==> config.mk <==
export PLATFORM = sky130hd
export DESIGN_NAME = avsd_pll_ctrl
export DESIGN_NICKNAME = d
export VERILOG_FILES = /design/src/rtl/avsd_pll_pkg.sv /design/src/rtl/avsd_sync_edge.sv /design/src/rtl/avsd_pll_ctrl.sv
export SDC_FILE = /design/constraint.sdc
export NUM_CORES = 1
export LEC_CHECK = 0
export ABC_AREA = 1
export CORE_MARGIN = 4
export CORE_UTILIZATION = 59
export CTS_CLUSTER_DIAMETER = 200
export DETAILED_ROUTE_END_ITERATION = 8
export HOLD_SLACK_MARGIN = 0.1
export PLACE_DENSITY = 0.79
export SLEW_MARGIN = 20
export SYNTH_ARGS = -nofsm -noshare
export SYNTH_HDL_FRONTEND = slang
export SYNTH_HIERARCHICAL = 1
export SYNTH_SLANG_ARGS = --single-unit
==> constraint.sdc <==
create_clock -name CLK -period 2 [get_ports CLK]
set_input_delay 0.4 -clock CLK [delete_from_list [all_inputs] [get_ports CLK]]
set_output_delay 0.4 -clock CLK [all_outputs]
set_load 0.05 [all_outputs]
==> src/rtl/avsd_pll_pkg.sv <==
// Shared state encoding, default parameters and tolerance helper for the PLL lock sequencer.
// PLL_CTRL_MONITOR_EN (optional) keeps frequency monitoring running after lock.
package avsd_pll_pkg;

    typedef enum logic [2:0] {
        ST_OFF     = 3'd0,
        ST_SETTLE  = 3'd1,
        ST_MEASURE = 3'd2,
        ST_LOCKED  = 3'd3,
        ST_FAULT   = 3'd4
    } pll_state_e;

    localparam int DEF_SETTLE_CYCLES = 32;
    localparam int DEF_WIN_CYCLES    = 64;
    localparam int DEF_EXP_EDGES     = 8;
    localparam int DEF_TOL           = 1;
    localparam int DEF_LOCK_WINDOWS  = 4;
    localparam int DEF_MAX_RETRY     = 3;

    localparam int EDGE_CNT_W = 8;

    function automatic logic in_tol(input logic [EDGE_CNT_W-1:0] edges,
                                    input int exp_edges,
                                    input int tol);
        int e;
        e = int'(edges);
        return (e >= exp_edges - tol) && (e <= exp_edges + tol);
    endfunction

endpackage

==> src/rtl/avsd_sync_edge.sv <==
// Two-flop synchronizer with a one-cycle pulse on every change of the async input.
// Generic building block for any asynchronous level arriving in the REF domain.
module avsd_sync_edge (
    input  logic clk_i,
    input  logic rst_i,
    input  logic d_i,
    output logic edge_o
);

    logic [2:0] sync_q;

    always_ff @(posedge clk_i or posedge rst_i) begin
        if (rst_i) begin
            sync_q <= '0;
        end else begin
            sync_q <= {sync_q[1:0], d_i};
        end
    end

    assign edge_o = sync_q[1] ^ sync_q[2];

endmodule

==> src/rtl/avsd_pll_ctrl.sv <==
// PLL lock sequencer: VCO enable, settle, windowed frequency check, lock and core reset.
// PLL_CTRL_MONITOR_EN adds post-lock monitoring with a sticky lock_lost output.
module avsd_pll_ctrl
    import avsd_pll_pkg::*;
#(
    parameter int SETTLE_CYCLES = DEF_SETTLE_CYCLES,
    parameter int WIN_CYCLES    = DEF_WIN_CYCLES,
    parameter int EXP_EDGES     = DEF_EXP_EDGES,
    parameter int TOL           = DEF_TOL,
    parameter int LOCK_WINDOWS  = DEF_LOCK_WINDOWS,
    parameter int MAX_RETRY     = DEF_MAX_RETRY
) (
    input  logic       CLK,
    input  logic       reset,
    input  logic       pll_req,
    input  logic       pll_div_tog,
    output logic       en_vco,
    output logic       pll_locked,
    output logic       core_rst,
    output logic       pll_fault,
`ifdef PLL_CTRL_MONITOR_EN
    output logic       lock_lost,
`endif
    output logic [2:0] state
);

    localparam int SW = (SETTLE_CYCLES > 1) ? $clog2(SETTLE_CYCLES) : 1;
    localparam int WW = (WIN_CYCLES > 1) ? $clog2(WIN_CYCLES) : 1;
    localparam int GW = $clog2(LOCK_WINDOWS + 1);
    localparam int RW = $clog2(MAX_RETRY + 1);

    pll_state_e            state_q, state_d;
    logic [SW-1:0]         settle_q, settle_d;
    logic [WW-1:0]         win_q, win_d;
    logic [EDGE_CNT_W-1:0] edges_q, edges_d;
    logic [EDGE_CNT_W-1:0] edges_tot;
    logic [GW-1:0]         good_q, good_d;
    logic [RW-1:0]         retry_q, retry_d;
    logic                  en_vco_q, pll_locked_q, core_rst_q, pll_fault_q;
    logic                  pulse, measuring, win_last, win_good;

    avsd_sync_edge u_sync (
        .clk_i  (CLK),
        .rst_i  (reset),
        .d_i    (pll_div_tog),
        .edge_o (pulse)
    );

`ifdef PLL_CTRL_MONITOR_EN
    logic lost_q, lost_d;
    assign measuring = (state_q == ST_MEASURE) || (state_q == ST_LOCKED);
`else
    assign measuring = (state_q == ST_MEASURE);
`endif

    // A pulse landing on the last window cycle still counts toward the verdict
    always_comb begin
        edges_tot = edges_q;
        if (pulse && (edges_q != '1)) begin
            edges_tot = edges_q + 1'b1;
        end
    end

    assign win_last = (win_q == WW'(WIN_CYCLES - 1));
    assign win_good = in_tol(edges_tot, EXP_EDGES, TOL);

    always_comb begin
        state_d  = state_q;
        settle_d = settle_q;
        win_d    = win_q;
        edges_d  = edges_q;
        good_d   = good_q;
        retry_d  = retry_q;
`ifdef PLL_CTRL_MONITOR_EN
        lost_d   = lost_q;
`endif
        if (measuring) begin
            win_d   = win_last ? '0 : win_q + 1'b1;
            edges_d = win_last ? '0 : edges_tot;
        end
        unique case (state_q)
            ST_OFF: begin
                if (pll_req) begin
                    state_d = ST_SETTLE;
                end
            end
            ST_SETTLE: begin
                if (settle_q == SW'(SETTLE_CYCLES - 1)) begin
                    settle_d = '0;
                    win_d    = '0;
                    edges_d  = '0;
                    state_d  = ST_MEASURE;
                end else begin
                    settle_d = settle_q + 1'b1;
                end
            end
            ST_MEASURE: begin
                if (win_last) begin
                    if (win_good) begin
                        good_d = good_q + 1'b1;
                        if (good_d == GW'(LOCK_WINDOWS)) begin
                            good_d  = '0;
                            state_d = ST_LOCKED;
                        end
                    end else begin
                        good_d  = '0;
                        retry_d = retry_q + 1'b1;
                        if (retry_d == RW'(MAX_RETRY)) begin
                            state_d = ST_FAULT;
                        end else begin
                            state_d = ST_SETTLE;
                        end
                    end
                end
            end
            ST_LOCKED: begin
`ifdef PLL_CTRL_MONITOR_EN
                // Relock after a lost lock does not consume retries
                if (win_last && !win_good) begin
                    lost_d  = 1'b1;
                    state_d = ST_SETTLE;
                end
`endif
            end
            ST_FAULT: begin
                state_d = ST_FAULT;
            end
            default: begin
                state_d = ST_OFF;
            end
        endcase
        if (!pll_req) begin
            state_d  = ST_OFF;
            settle_d = '0;
            win_d    = '0;
            edges_d  = '0;
            good_d   = '0;
            retry_d  = '0;
`ifdef PLL_CTRL_MONITOR_EN
            lost_d   = 1'b0;
`endif
        end
    end

    always_ff @(posedge CLK or posedge reset) begin
        if (reset) begin
            state_q      <= ST_OFF;
            settle_q     <= '0;
            win_q        <= '0;
            edges_q      <= '0;
            good_q       <= '0;
            retry_q      <= '0;
            en_vco_q     <= 1'b0;
            pll_locked_q <= 1'b0;
            core_rst_q   <= 1'b1;
            pll_fault_q  <= 1'b0;
        end else begin
            state_q      <= state_d;
            settle_q     <= settle_d;
            win_q        <= win_d;
            edges_q      <= edges_d;
            good_q       <= good_d;
            retry_q      <= retry_d;
            en_vco_q     <= (state_d == ST_SETTLE) || (state_d == ST_MEASURE)
                            || (state_d == ST_LOCKED);
            pll_locked_q <= (state_d == ST_LOCKED);
            core_rst_q   <= !((state_d == ST_LOCKED) && (state_q == ST_LOCKED));
            pll_fault_q  <= (state_d == ST_FAULT);
        end
    end

`ifdef PLL_CTRL_MONITOR_EN
    always_ff @(posedge CLK or posedge reset) begin
        if (reset) begin
            lost_q <= 1'b0;
        end else begin
            lost_q <= lost_d;
        end
    end

    assign lock_lost = lost_q;
`endif

    assign en_vco     = en_vco_q;
    assign pll_locked = pll_locked_q;
    assign core_rst   = core_rst_q;
    assign pll_fault  = pll_fault_q;
    assign state      = state_q;

endmodule

### Word level (Yosys, flattened, before mapping)

Index checks and enable logic that the tools add are counted.

* flip-flop bits (word level): 34
* input bits: 4
* logic and storage cells: 75

* reductions and logical operators: 9
* $add $sub $neg: 5
* mux-type cells: 30
* magnitude comparators: 2
* equality and inequality tests: 17
* bitwise operators: 1

Operators by type and width (count)
* two-way mux 8 bit: 6
* two-way mux 3 bit: 11
* two-way mux 6 bit: 5
* two-way mux 5 bit: 3
* one-hot mux 3 bit (5 select lines): 1
* equality test 3 x 2 -> 1 bit (second input constant): 4
* equality test 3 bit (second input constant): 3
* adder 8 x 1 -> 8 bit (second input constant): 1
* greater-or-equal comparator 8 x 3 -> 1 bit (second input constant): 1
* <= comparator 8 x 4 -> 1 bit (second input constant): 1
* two-way mux 2 bit: 4
* inequality test 8 bit (second input constant): 1
* adder 6 x 1 -> 6 bit (second input constant): 1
* equality test 3 x 1 -> 1 bit (second input constant): 2
* equality test 6 bit (second input constant): 1
* inequality test 2 x 1 -> 1 bit (second input constant): 3
* adder 5 x 1 -> 5 bit (second input constant): 1
* equality test 5 bit (second input constant): 1
* adder 3 x 1 -> 3 bit (second input constant): 1
* logical AND 1 bit: 3
* logical NOT 3 bit: 1
* AND reduction 3 bit: 1
* adder 2 x 1 -> 2 bit (second input constant): 1
* equality test 2 bit (second input constant): 1
* other kinds (5): 6

### Logic depth before layout (Yosys ltp)

* depth in word-level cells: 12
* gate-level depth with buffers: 17

### Cells and area by module

The synthesis kept the hierarchy.

By module, submodules not included
* avsd_pll_ctrl: seq. area each 777.0 µm², times used 1, cells an instance 247, area each 1949.4 µm²
* avsd_sync_edge: seq. area each 75.1 µm², times used 1, cells an instance 9, area each 97.6 µm²

### Worst setup path after synthesis

Ideal clock, no wire load.

* path kind: flip-flop to flip-flop
* start: register state_q[0] (netlist: state[0])
* end: register edges_q[0]
* data arrival time: 1.814 ns
* path slack: 0.067 ns
* cell stages (with the launch flop): 13
* setup time: 0.120 ns
* cell sequence: dfrtp_1 > inv_1 > nand2_1 > nor2_4 > inv_2 > nor2_1 > inv_1 > nor2_4 > nor2_2 > inv_1 > a21oi_1 > o21ai_0 > inv_1

* longest elaborated chain between the ends: 5
* elaborated cells on any way between the ends: 6
* those cells by class: eq/ne: 2; mux: 4

RTL lines
* from (decl): line avsd_pll_ctrl.sv:32 `pll_state_e state_q, state_d;`
* from (signal assigned): line avsd_pll_ctrl.sv:158 `state_q <= state_d;`
* equality test 3 x 2 -> 1 bit: line avsd_pll_ctrl.sv:53 `assign measuring = (state_q == ST_MEASURE);`
* two-way mux 8 bit: line avsd_pll_ctrl.sv:77 `if (measuring) begin`
* two-way mux 8 bit: line avsd_pll_ctrl.sv:88 `if (settle_q == SW'(SETTLE_CYCLES - 1)) begin`
* two-way mux 8 bit *: line avsd_pll_ctrl.sv:81 `unique case (state_q)`
* two-way mux 8 bit *: line avsd_pll_ctrl.sv:132 `if (!pll_req) begin`
* net edges_d[0]: line avsd_pll_ctrl.sv:35 `logic [EDGE_CNT_W-1:0] edges_q, edges_d;`
* to (signal assigned): line avsd_pll_ctrl.sv:161 `edges_q <= edges_d;`
* to (decl): line avsd_pll_ctrl.sv:35

Mark *: on every way through the listed nets, which the timed path passes. The rest lies on a longest branch.
A chain may end at the register's enable or synchronous reset.

### Worst setup path in the final report

* start: register state_q[0] (netlist: state[0])
* end: register edges_q[3]

The elaborated chain is that of the path after synthesis.

==> results.toml <==
[die]
die_area_sq_um = 4480
start_util = 0.613
die_y_um = 66.9
io_pins = 11
fp.dieW_um = 66.9
fp.coreArea_sq_um = 3340
row_count = 21

[finish]
drive_gt1_frac = 0.252
antenna_cells = 0
stdcell_count = 328
area_growth_syn_to_layout_pct = 18.0
fill_cells = 273
seqCellArea_sq_um = 853
multiInputGateArea_sq_um = 1050
nNetsFinal = 292

[yosys]
synth-compound-area-share = 0.0935
synth_adder_area_share = 0.0428
synth-seq-area-share = 0.416
synthXorXnorAreaFrac = 0.0171
synth_area_per_cell_sq_um = 8.00
synth-simple-area-share = 0.337
muxShareOfSynthArea = 0
synth.top_cells.by_area = "dfrtp_1, nand2_1, inv_1"
yosys_warnings = 6
syn_area_sq_um = 2050
synthesis.nets = 267
syn_inst = 256
ys_ff_latch = 34
yosys.area.top_type_share = 0.403
yosysTopAreaCell = "dfrtp_1"
synth_top_family_by_area = "simple AND/OR/NAND/NOR gates"
synth_cell_types = 31

[detailed_routing]
drc = 0
wirelength_mm = 4.18
dr_total_vias = 1756
highest_layer = "met4"
ant_nets = 0
drt_iter0_markers = 100
via_per_inst = 5.35
wl_met1_mm = 1.91
dr_wl_met3_um = 159
wl_met2_mm = 2.03
drt-pass1-iter-count = 4
wl_per_cell_um = 12.8

[power]
p_leak_nw = 1.25
powerDensity_nw_per_um2 = 580
peakVddDrop_v = 0.000545
power.share.switching = 0.255
intPower_mw = 1.04
clock_power_share = 0.354
switchingPower_mw = 0.357
pwr-share-seq = 0.520
power_frac_comb = 0.126

[clock_network]
htreeDepth = 2
clk_transition_reported_paths_ns = 0.11
cts_tree = "built"
clock_latency_ns = 0.33
root_buffer = "clkbuf_4"
cts_buffer_depth = 2
cts_buffers = 5
cts.sinks = 34

[critical_path]
critPathTopFamily = "buffers and inverters"
cp_cell_sequence = "inv_1 > nand2_1 > nor2_4 > inv_2 > nor2_1 > inv_1 > nor2_4 > buf_4 > nor2_4 > buf_4 > o21ai_0 > a21oi_1"
crit_path_end_kind = "register"
critPathLaunchType = "register"
slowest_delay_ns = 0.43
cpMostUsedCell = "nor2_4"
crit_type = "reg2reg"
crit_fanout = 7
path_buf_inv = 5
cp_slowest_cell = "dfrtp_1"
critPathArrivalTime_ns = 2.14
required_ns = 2.22
ff2ff_setup_slack_ns = 0.08

[global_routing]
grt_start_max_net_pins = 27
antenna_found_initial = 0
grt_use_total = 0.203
grt_first_pass_wirelength_mm = 6.86
overflow = 0
grt_pass1_vias = 1598

[sta]
finalSetupViolCount = 0
final-hold-violation-count = 0
period_share = 0.960
slew_viol_final = 0
tightest_slew_ns = 0.510
rsz0062_at_grt = "yes"
holdWs_ns = 0.239
max_slew_margin = 0.660
fin_crit_ns = 1.92
clock_skew_ns = 0.0124
max_freq_mhz = 521

[outcome]
status = "completed"

[place]
placedCellCount = 315
place_congestion = 0.902
portBuffers = 10
dp_hpwl_mm = 2.97

[run]
maxCapViolations = 0

[worst_hold_path]
hold_path_class = "in2async"
==> through the flow <==
stage	utilization	cell area, sq um	TNS, ns	total power [mW]	worst slack [ns]
6_report	0.724	2420	0	1.40	0.0808
3_5_place_dp	0.674	2250	0	0.893	0.0162
4_1_cts	0.696	2320	0	1.38	0.0132
5_1_grt	0.724	2420	-0.343	1.47	-0.0575
3_3_place_gp	0.674	2250	0	0.892	0.0791
2_1_floorplan	-	2050	0	0.849	0.0665
==> cell type report <==
cell class              instances  share of cell area
flip-flops and latches         34               0.353
well taps                      46              0.0238
repair buffers                 23              0.0870
multi-input cells             174               0.435
inverters                      43              0.0699
clock buffers                   7              0.0186
clock inverters                 1              0.0124
==> power by group through the flow <==
stage          clock network (mW)  registers (mW)  logic (mW)
6_report                    0.496           0.728       0.177
5_1_grt                     0.539           0.731       0.201
4_1_cts                     0.504           0.727       0.153
3_5_place_dp                    0           0.740       0.153
3_3_place_gp                    0           0.740       0.152
2_1_floorplan                   0           0.744       0.105
==> synthesized netlist by cell type <==
| library cell | count |
|---|---|
| dfrtp_1 | 33 |
| nand2_1 | 48 |
| o31ai_1 | 2 |
| a21oi_1 | 12 |
| nand2_2 | 12 |
| clkbuf_1 | 1 |
| xor2_1 | 3 |
| nand4_1 | 6 |
| o211ai_1 | 4 |
| nand3_1 | 21 |
| a21oi_2 | 1 |
| o21ai_0 | 12 |
| xnor2_1 | 1 |
| nor3b_1 | 1 |
| nand2_4 | 3 |
| o32ai_1 | 1 |
| or2_2 | 1 |
| inv_2 | 4 |
| nor2_4 | 5 |
| a22o_1 | 1 |
| nor3_1 | 5 |
| inv_4 | 2 |
| nand3_2 | 3 |
| buf_2 | 4 |
| nor2_1 | 19 |
| nor2_2 | 4 |
| nand3_4 | 1 |
| inv_1 | 37 |
| dfstp_2 | 1 |
| ha_1 | 7 |
| nand2_8 | 1 |
==> worst paths after layout <==
kind,from,depth (start not counted),to
worst max register to register,state[0],12,edges_q[3]
min in group CLK,u_sync/sync_q[0],0,u_sync/sync_q[1]
worst min register to register,u_sync/sync_q[0],0,u_sync/sync_q[1]
worst max-delay path,state[0],12,edges_q[3]
worst min-delay path,reset,2,u_sync/sync_q[2]
max in group asynchronous,reset,3,core_rst
==> sequential cells by signal, indices dropped and copies added, names as in the netlist <==
register       count
core_rst           1
edges_q            8
en_vco             1
good_q             3
pll_fault          1
pll_locked         1
retry_q            2
settle_q           5
state              3
u_sync/sync_q      3
win_q              6
==> per-layer routing <==
layer / track usage / up-vias
li1: - / 873
met5: 0 / -
met2: 0.327 / 46
met4: 0.0709 / 0
met1: 0.260 / 826
met3: 0.0556 / 11
==> cells by family (layout without fill, tap and decap cells) <==
kind of cell,Yosys count,count (layout)
AND/OR/NAND/NOR,130,130
buffers and inverters,48,74
flip-flops,34,34
AO/OA/AOI/OAI,33,33
adder cells (fa/ha/maj),7,7
XOR/XNOR,4,4
==> cell usage in the layout (no fill, tap or decap), types with 6 or more instances in the layout <==
| cell type | netlist | final |
|---|---|---|
| a21oi_1 | 12 | 11 |
| buf_4 | 0 | 14 |
| clkdlybuf4s50_1 | 0 | 6 |
| dfrtp_1 | 33 | 32 |
| inv_1 | 37 | 36 |
| nand2_1 | 48 | 44 |
| nand2_2 | 12 | 15 |
| nand3_1 | 21 | 21 |
| nand4_1 | 6 | 6 |
| nor2_1 | 19 | 16 |
| nor2_2 | 4 | 6 |
| nor2_4 | 5 | 6 |
| o21ai_0 | 12 | 10 |
==> timing repair <==
item	in CTS	in global routing
endpoints found under the hold margin	0	0
hold buffers	0	0
endpoints found under the setup margin	0	23
setup buffers	0	5
gates resized for setup	0	20
No activity file was read; power rests on OpenSTA's default activity.
